==> src/rtl/mux_reg_n.sv <==
// N-input, WIDTH-bit selector with registered output, channel tag, illegal-select pulse and auto-scan pointer.
// Define MUX_REG_BYPASS_EN to add the combinational forwarding output o_comb.
module mux_reg_n #(
    parameter int              WIDTH     = 32,
    parameter int              NUM_IN    = 4,
    parameter int              SEL_W     = 2,
    parameter logic [WIDTH-1:0] RESET_VAL = {WIDTH{1'b0}}
) (
    input  logic                    clk,
    input  logic                    rst,
    input  logic [NUM_IN*WIDTH-1:0] in_bus,
    input  logic [SEL_W-1:0]        sel,
    input  logic                    ld,
    input  logic                    auto,
    input  logic                    ptr_clr,
    output logic [WIDTH-1:0]        o,
    output logic [SEL_W-1:0]        o_sel,
    output logic                    o_valid,
    output logic                    sel_err,
`ifdef MUX_REG_BYPASS_EN
    output logic [WIDTH-1:0]        o_comb,
`endif
    output logic [SEL_W-1:0]        ptr
);

    localparam logic [SEL_W:0]   NUM_IN_L = (SEL_W+1)'(NUM_IN);
    localparam logic [SEL_W-1:0] PTR_LAST = SEL_W'(NUM_IN - 1);

    logic [SEL_W-1:0] idx;
    logic             in_range;
    logic [WIDTH-1:0] sel_data;

    assign idx      = auto ? ptr : sel;
    assign in_range = ({1'b0, idx} < NUM_IN_L);

    // Constant-index compare per channel keeps every part-select in range; unmatched idx yields RESET_VAL.
    always_comb begin
        sel_data = RESET_VAL;
        for (int k = 0; k < NUM_IN; k++) begin
            if ({1'b0, idx} == (SEL_W+1)'(k)) begin
                sel_data = in_bus[k*WIDTH +: WIDTH];
            end
        end
    end

`ifdef MUX_REG_BYPASS_EN
    assign o_comb = sel_data;
`endif

    always_ff @(posedge clk) begin
        if (rst) begin
            o       <= RESET_VAL;
            o_sel   <= '0;
            o_valid <= 1'b0;
            sel_err <= 1'b0;
            ptr     <= '0;
        end else begin
            sel_err <= 1'b0;
            if (ld) begin
                o       <= sel_data;
                o_sel   <= idx;
                sel_err <= !in_range;
                if (in_range) begin
                    o_valid <= 1'b1;
                end
            end
            // Clear beats advance; the load above still used the old pointer.
            if (ptr_clr) begin
                ptr <= '0;
            end else if (ld && auto) begin
                ptr <= (ptr == PTR_LAST) ? '0 : ptr + SEL_W'(1);
            end
        end
    end

endmodule

==> config.mk <==
export PLATFORM = sky130hd
export DESIGN_NAME = mux_reg_n
export DESIGN_NICKNAME = d
export VERILOG_FILES = /design/src/rtl/mux_reg_n.sv
export SDC_FILE = /design/constraint.sdc
export NUM_CORES = 1
export LEC_CHECK = 0
export CORE_MARGIN = 8
export CORE_UTILIZATION = 30
export DETAILED_ROUTE_END_ITERATION = 12
export PLACE_DENSITY = 0.77
export SYNTH_ARGS = -nofsm -noshare
export SYNTH_HDL_FRONTEND = slang
export SYNTH_SLANG_ARGS = --single-unit
==> constraint.sdc <==
create_clock -name clk -period 1.96 [get_ports clk]
set_clock_uncertainty 0.15 [all_clocks]
set_input_delay 0.588 -clock clk [delete_from_list [all_inputs] [get_ports clk]]
set_output_delay 0.588 -clock clk [all_outputs]
set_load 0.1 [all_outputs]
==> flow_summary.toml, run 1 <==
[clock_tree]
cts_num_sinks = 37
clk_pin_slew_ns = 0.08
numCtsBuffers = 5
h-tree-depth = 2
worstSkewPairLatency_ns = 0.29
cts_tree = "built"
root_buffer = "clkbuf_8"
clk_path_buf_depth = 2
post-cts-setup-buffers = 0

[final_layout]
final_cell_count_no_fill = 540
drive_above_1_share_pct = 23.6
nNetsFinal = 576
fill_cells = 623
post-route-util_pct = 64.5
mostFrequentLayoutCells = "129 x clkdlybuf4s50_1, 60 x nand2_1, 41 x buf_12, 35 x dfxtp_1, 32 x nor2_1"
stdcell_area_um2 = 4600
area_growth_pct = 112
final_common_cell = "clkdlybuf4s50_1"
diodes = 0

[yosys]
netlist_area_um2 = 2170
yosysTopAreaCell = "dfxtp_1"
syn_inst = 266
synthDistinctLibCells = 31
avgSynthCellArea_um2 = 8.16
yosys.area.top_type_share_pct = 34.1
syn_nets = 402
synth_warnings = 0
synth_top_cells_by_area = "dfxtp_1 34%, nand2_1 10%, nor4_2 9.2%"
ys_ff_latch = 37
yosysSeqAreaShare_pct = 34.1

[floorplanning]
dieHeight_um = 101
die_x_um = 101
placementRows = 31
num_io_pins = 173
start_util_pct = 30.4
core_area_um2 = 7140
dieArea_um2 = 10200

[hold_path]
whs_endpoint = "o[5]$_SDFFE_PP0P_"
min-delay-start = "o[5]$_SDFFE_PP0P_"
hp-class = "flip-flop to flip-flop"
hold_depth = 2

[power_and_ir_drop]
p_total_mw = 2.78
ir_drop_uv = 230
leakage_nw = 1.89
powerDensity_nw_per_um2 = 603

[timing]
setup_slack_ns = 0.140
whs_ns = 0.348
tns_ns = 0
max_freq_mhz = 550
finalCriticalPeriod_ns = 1.82
fin_crit_sh_pct = 92.8
setup_violations = 0
grt_setup_unrepaired = "no"
hold_viol = 0
maxSlewViolCount = 0

[critical_path]
start_kind = "input port"
cp-end-kind = "flip-flop"
cp_max_fo = 29
rr_worst_depth = 4
reg2reg_slack_ns = 0.26
r2r_start = "ptr[1]$_SDFFE_PP0P_"
worstPathArrival_ns = 1.87
reg2reg_to = "o[16]$_SDFFE_PP0P_"
crit_type = "input port to flip-flop"
worstPathRequired_ns = 2.01

[global_routing]
grt_usage_pct = 18.2
grt_max_degree = 30
grt_pass1_wl_um = 14800
antenna_found_initial = 0
overflow = 0
grt_pass1_vias = 2878

[detailed_routing]
via_per_inst = 5.00
drt_iter0_markers = 50
wl_um = 9910
dr.pass1.iters = 4
ant_nets = 0
route.detailed.drc = 0
avgRoutedWirePerCell_um = 18.4
vias = 2699

[placed_design]
routabilityCongestion = 0.743
post-place-ws_ns = -0.527
numPortBuffers = 171
place_inst = 531
dpl-instance-area_um2 = 4410
hpwlAfterDp_um = 7640

[run_status]
status = "completed"

[job]
cap_violations = 0
## critical path: stages
cell	delay, ns
dlygate4sd2_1	0.24
buf_4	0.15
mux2i_4	0.16
buf_12	0.21
nand2_1	0.07
and3_1	0.17
nor4_2	0.26
## cell families after synthesis
logic type	share of synthesized area, %
flops	34.1
mux	8.25
simple gates	39.0
fa+ha+maj	0.577
other cells	0.173
buf+inv	6.75
compound gates	11.1
## final cells by class
type	instances	area [µm²]	share of cell area, %
clock buffers	7	96.3	2.09
repair buffers	189	2280	49.6
well taps	99	124	2.69
clock inverters	1	5.00	0.109
flip-flops and latches	37	743	16.2
multi-input cells	207	1350	29.3
## metal layers
layer	wire [µm]	vias to the layer above	global-route usage, %	part of all wire (%)
met4	65	0	2.63	0.66
met3	871	7	7.11	8.8
met5	0	-	0	0
met1	3670	1285	19.1	37
met2	5300	103	33.7	54
li1	-	1304	-	-
## flip-flops by register name, summed over array words and instances, names as in the netlist
name / flops
o_valid: 1
o_sel: 2
o: 32
ptr: 2
## report_power, final
group	internal, mW	switching (mW)	total [mW]
Sequential	0.813	0.0651	0.878
Combinational	0.608	0.690	1.30
Clock	0.318	0.281	0.599
## how the worst max path moves through the flow
stage | from | end | cells past startpoint
2_1_floorplan | ptr[1]$_SDFFE_PP0P_ | o[16]$_SDFFE_PP0P_ | 4
3_3_place_gp | auto | o[18]$_SDFFE_PP0P_ | 6
3_5_place_dp | auto | o[1]$_SDFFE_PP0P_ | 8
4_1_cts | auto | o[12]$_SDFFE_PP0P_ | 8
5_1_grt | auto | o[14]$_SDFFE_PP0P_ | 8
6_report | sel[1] | o[1]$_SDFFE_PP0P_ | 7
## synthesized netlist by cell type
cell / number
and2_4: 1
buf_2: 8
mux2i_1: 6
mux2_4: 1
o21ai_2: 2
and3b_1: 2
buf_1: 2
a311oi_1: 1
nor4_1: 8
ha_1: 1
buf_4: 3
nand2b_1: 1
dfxtp_1: 37
nor4_2: 16
buf_6: 2
conb_1: 1
nor2_1: 36
and3_1: 28
o221a_1: 1
o22ai_1: 27
nand2_1: 60
a211oi_1: 1
buf_8: 1
o31ai_1: 3
clkbuf_1: 5
mux4_2: 4
mux2i_2: 1
nor3_1: 4
buf_12: 1
a21oi_1: 1
nor3b_1: 1
## repair_timing
item | CTS | global route
setup endpoints to repair | 32 | 32
hold buffers | 0 | 0
gates cloned | 0 | 1
gates resized for setup | 3 | 24
pin swaps | 1 | 5
No activity file was read; power rests on OpenSTA's default activity.
==> inputs of run 2 (changes only) <==
CORE_ASPECT_RATIO = 0.6   (was not set)
CORE_UTILIZATION = 29   (was 30)
PLACE_DENSITY = 0.75   (was 0.77)
==> run 2 against run 1 <==
Net effect:
- highest routed layer unchanged
- hold slack better by 0.014 ns
- combinational power is essentially flat
- critical endpoint unchanged
- maximum frequency decreased by 4.5%
==> flow_summary.toml, run 2 (synthesis results as in run 1) <==
[run_status]
status = "completed"

[critical_path]
rr_worst_depth = 4
crit_type = "input port to flip-flop"
cp-end-kind = "flip-flop"
cp_max_fo = 14
endpoint = "o[1]$_SDFFE_PP0P_"
start_kind = "input port"
reg2reg_to = "o[18]$_SDFFE_PP0P_"
worstPathRequired_ns = 1.99
reg2reg_slack_ns = 0.23
worstPathArrival_ns = 1.94
startpoint = "sel[1]"
r2r_start = "ptr[1]$_SDFFE_PP0P_"

[timing]
setup_slack_ns = 0.0543
hold_viol = 0
setup_violations = 0
fin_crit_sh_pct = 97.2
max_freq_mhz = 525
finalCriticalPeriod_ns = 1.91
maxSlewViolCount = 0

[detailed_routing]
vias = 2806
avgRoutedWirePerCell_um = 19.5
wl_um = 10900
dr.pass1.iters = 4
via_per_inst = 5.02
ant_nets = 0
drt_iter0_markers = 96
route.detailed.drc = 0

[global_routing]
overflow = 0
grt_max_degree = 27
grt_pass1_vias = 3024
antenna_found_initial = 0
grt_usage_pct = 19.1
grt_pass1_wl_um = 16300

[power_and_ir_drop]
ir_drop_uv = 338
powerDensity_nw_per_um2 = 631
leakage_nw = 1.99

[final_layout]
top_regs = "o: 32 flops, o_sel: 2 flops, ptr: 2 flops"
mostFrequentLayoutCells = "129 x clkdlybuf4s50_1, 60 x nand2_1, 40 x buf_12, 36 x nor2_1, 35 x dfxtp_1"
post-route-util_pct = 65.5
area_growth_pct = 119
stdcell_area_um2 = 4760
fill_cells = 614
diodes = 0
multi_input_area_um2 = 1310
nNetsFinal = 591
largest-register = "o"
final_common_cell = "clkdlybuf4s50_1"
drive_above_1_share_pct = 24.2
largest_register_ffs = 32
regArea_um2 = 743

[clock_tree]
cts_tree = "built"
clk_pin_slew_ns = 0.05
cts_num_sinks = 37
root_buffer = "clkbuf_16"
h-tree-depth = 2
ctsHoldBuffers = 0
numCtsBuffers = 5
clk_path_buf_depth = 2
worstSkewPairLatency_ns = 0.28

[floorplanning]
core_area_um2 = 7270
num_io_pins = 173
die_x_um = 128
dieHeight_um = 83
placementRows = 24
dieArea_um2 = 10600
start_util_pct = 29.9

[hold_path]
hp-class = "flip-flop to flip-flop"

[placed_design]
numPortBuffers = 171
hpwlAfterDp_um = 8370
routabilityCongestion = 0.827
dpl-instance-area_um2 = 4410
post-place-ws_ns = -0.656

[job]
cap_violations = 0
run 2: cell count changes in the layout (fill, tap and decap cells not counted), sizes merged:
cell	previous run	this run
clkinv	1	0
dlygate4sd2	1	0
clkdlybuf4s15	0	1
buf	57	70
clkbuf	8	9
dlymetal6s2s	1	2
run 2: through the flow:
step                      power (mW)  TNS [ns]  hold WS, ns  cells
after global routing            3.13  -0.00507        0.384    559
after global placement          2.17    -16.55        0.341    539
after CTS                       3.00   -0.0131        0.357    546
after detailed placement        2.19    -19.51        0.349    539
final                           3.01         0        0.362    559
after floorplan                 1.55         0        0.510    266
run 2: layer usage:
| layer | up-vias | global-route usage (%) | routed length (µm) | part of all wire, % |
|---|---|---|---|---|
| li1 | 1337 | - | - | - |
| met1 | 1331 | 23.0 | 4600 | 42 |
| met2 | 126 | 31.8 | 5110 | 47 |
| met3 | 12 | 6.38 | 1040 | 9.6 |
| met4 | 0 | 5.04 | 116 | 1.1 |
| met5 | - | 0 | 0 | 0 |
run 2: where the power goes:
part	total (mW)	internal [mW]	switching (mW)
Clock	0.799	0.499	0.300
Combinational	1.32	0.624	0.701
Sequential	0.882	0.814	0.0676
run 2: how the worst min path moves through the flow:
stage                     startpoint                     to  slack [ns]  cells after the start
5_1_grt           o[11]$_SDFFE_PP0P_     o[11]$_SDFFE_PP0P_        0.38                      2
4_1_cts           o[13]$_SDFFE_PP0P_     o[13]$_SDFFE_PP0P_        0.36                      2
3_5_place_dp      o[13]$_SDFFE_PP0P_     o[13]$_SDFFE_PP0P_        0.35                      2
3_3_place_gp      o[11]$_SDFFE_PP0P_     o[11]$_SDFFE_PP0P_        0.34                      2
6_report       o_sel[0]$_SDFFE_PP0P_  o_sel[0]$_SDFFE_PP0P_        0.36                      2
2_1_floorplan                ptr_clr    ptr[0]$_SDFFE_PP0P_        0.51                      1
run 2: cell type report:
cell class	count	share of cell area (%)
clock buffer	7	3.00
multi-input combinational	207	27.6
sequential	37	15.6
tap	104	2.73
timing repair buffer	204	51.1
run 2: critical path, stage by stage:
cell and delay (ns):
clkdlybuf4s15_1 0.19, buf_6 0.13, and3b_2 0.22, o21ai_2 0.16, buf_4 0.15, buf_12 0.13
o22ai_1 0.09, nor4_2 0.27
run 2: what timing repair did:
| action | CTS | global route |
|---|---|---|
| pin swaps | 1 | 5 |
| gates resized for setup | 6 | 20 |
| buffers inserted | 0 | 9 |
| setup endpoints to repair | 33 | 26 |
| cloned | 0 | 4 |
==> inputs of run 3 (changes only) <==
REMOVE_ABC_BUFFERS = 1   (was not set)
==> run 3 against run 2 <==
Net effect:
- flip-flop and latch count did not move
- first-iteration DRC count rose by 56%
- register-to-register slack barely moved
- maximum frequency rose by 0.56%
- combinational power barely moved
- total power rose by 0.13%
- largest cell class unchanged
==> flow_summary.toml, run 3 (synthesis results as in run 1) <==
[critical_path]
cp_max_fo = 26
max_stage_delay_ns = 0.50
rr_worst_depth = 5
cp-end-kind = "flip-flop"
start_kind = "input port"
crit_slowest_cell = "clkdlybuf4s50_1"
path_cells = "clkdlybuf4s50_1 -> buf_4 -> and2_4 -> and3_1 -> nor4_2"
crit_type = "input port to flip-flop"
worstPathRequired_ns = 1.97
worstPathArrival_ns = 1.90

[floorplanning]
core_area_um2 = 7270
placementRows = 24
dieHeight_um = 83
num_io_pins = 173
dieArea_um2 = 10600
start_util_pct = 29.9
die_x_um = 128

[clock_tree]
ctsHoldBuffers = 0
cts_num_sinks = 37
clk_pin_slew_ns = 0.06
clk_path_buf_depth = 2
root_buffer = "clkbuf_16"
h-tree-depth = 2
cts_tree = "built"
worstSkewPairLatency_ns = 0.27
numCtsBuffers = 5

[power_and_ir_drop]
seqPwrFrac_pct = 29.2
clockPowerShare_pct = 26.4
power_switching_mw = 1.06
netSwitchingFraction_pct = 35.4
ir_drop_uv = 530
powerDensity_nw_per_um2 = 633
leakage_nw = 1.98
combinationalPowerShare_pct = 44.4
p_total_mw = 3.01
p_int_mw = 1.94

[hold_path]
hp-class = "flip-flop to flip-flop"
hold_depth = 2

[final_layout]
largest-register = "o"
stdcell_area_um2 = 4750
final_common_cell = "clkdlybuf4s50_1"
fill_cells = 617
area_growth_pct = 119
mostFrequentLayoutCells = "130 x clkdlybuf4s50_1, 60 x nand2_1, 41 x buf_12, 37 x dfxtp_1, 36 x nor2_1"
diodes = 0
largest_register_ffs = 32
nNetsFinal = 588
top_regs = "o: 32 flops, o_sel: 2 flops, ptr: 2 flops"
drive_above_1_share_pct = 23.7

[global_routing]
grt_usage_pct = 19.1
overflow = 0
antenna_found_initial = 0
grt_pass1_vias = 3064
grt_pass1_wl_um = 16200
grt_max_degree = 27

[placed_design]
dpl-instance-area_um2 = 4480
hpwlAfterDp_um = 8170
routabilityCongestion = 0.803
numPortBuffers = 171

[timing]
finalCriticalPeriod_ns = 1.90
grt_setup_unrepaired = "no"
fin_crit_sh_pct = 96.7
hold_viol = 0
setup_violations = 0
maxSlewViolCount = 0
max_freq_mhz = 528

[detailed_routing]
vias = 2750
route.detailed.drc = 0
via_per_inst = 4.95
ant_nets = 0
avgRoutedWirePerCell_um = 18.6
drt_iter0_markers = 150
wl_um = 10400
dr.pass1.iters = 4

[run_status]
status = "completed"

[job]
cap_violations = 0
==> run 3: cell types whose count changed in the layout (fill, tap and decap cells not counted), sizes merged <==
cell / delta
dlymetal6s2s: -1
bufbuf: +1
buf: -2
clkdlybuf4s50: +1
clkbuf: -2
==> run 3: layout make-up <==
cell class | count | area (µm²) | share of cell area (%)
well taps | 104 | 130 | 2.74
repair buffers | 201 | 2400 | 50.6
clock buffers | 7 | 143 | 3.00
multi-input cells | 207 | 1330 | 28.1
flip-flops and latches | 37 | 741 | 15.6
==> run 3: worst max-delay path, delay by kind of cell <==
kind	cells	cell delay [ns]
buffers and inverters	2	0.68
AND/OR/NAND/NOR	3	0.62
==> run 3: per-stage QoR <==
| step | hold WS [ns] | instances | setup TNS [ns] | utilization [%] | setup WS, ns |
|---|---|---|---|---|---|
| after floorplan | 0.509 | 244 | -23.48 | - | -0.795 |
| after global placement | 0.339 | 544 | -16.08 | 61.7 | -0.528 |
| after detailed placement | 0.347 | 544 | -17.72 | 61.7 | -0.642 |
| after CTS | 0.359 | 555 | -0.0150 | 64.9 | -0.0150 |
| after global routing | 0.379 | 556 | 0 | 65.4 | 0.00809 |
| final | 0.352 | 556 | 0 | 65.4 | 0.0648 |
==> run 3: path summary, 6_finish.rpt <==
check	start	endpoint	slack, ns
hold reg to reg	o[5]$_SDFFE_PP0P_	o[5]$_SDFFE_PP0P_	0.35
setup reg to reg	ptr[1]$_SDFFE_PP0P_	o[13]$_SDFFE_PP0P_	0.24
hold / removal	o[5]$_SDFFE_PP0P_	o[5]$_SDFFE_PP0P_	0.35
setup / recovery	ld	o[12]$_SDFFE_PP0P_	0.06
==> run 3: power by group through the flow <==
stage	Clock, mW	Sequential [mW]	Combinational [mW]
after detailed placement	0	0.896	1.31
after global routing	0.859	0.885	1.39
final	0.795	0.879	1.34
after global placement	0	0.892	1.29
after CTS	0.822	0.879	1.33
after floorplan	0	1.29	0.213
==> run 3: timing repair <==
action,in CTS,in global routing
resized for setup,13,9
setup endpoints to repair,32,27
pin swaps,3,5
buffers inserted,3,1
gates cloned,1,0
==> run 3: metal layers <==
layer | track usage (%) | wire length, µm | share of wire [%]
met5 | 0 | 0 | 0
met4 | 4.29 | 140 | 1.4
met3 | 8.74 | 1110 | 11
met2 | 31.7 | 4820 | 46
met1 | 21.9 | 4300 | 41
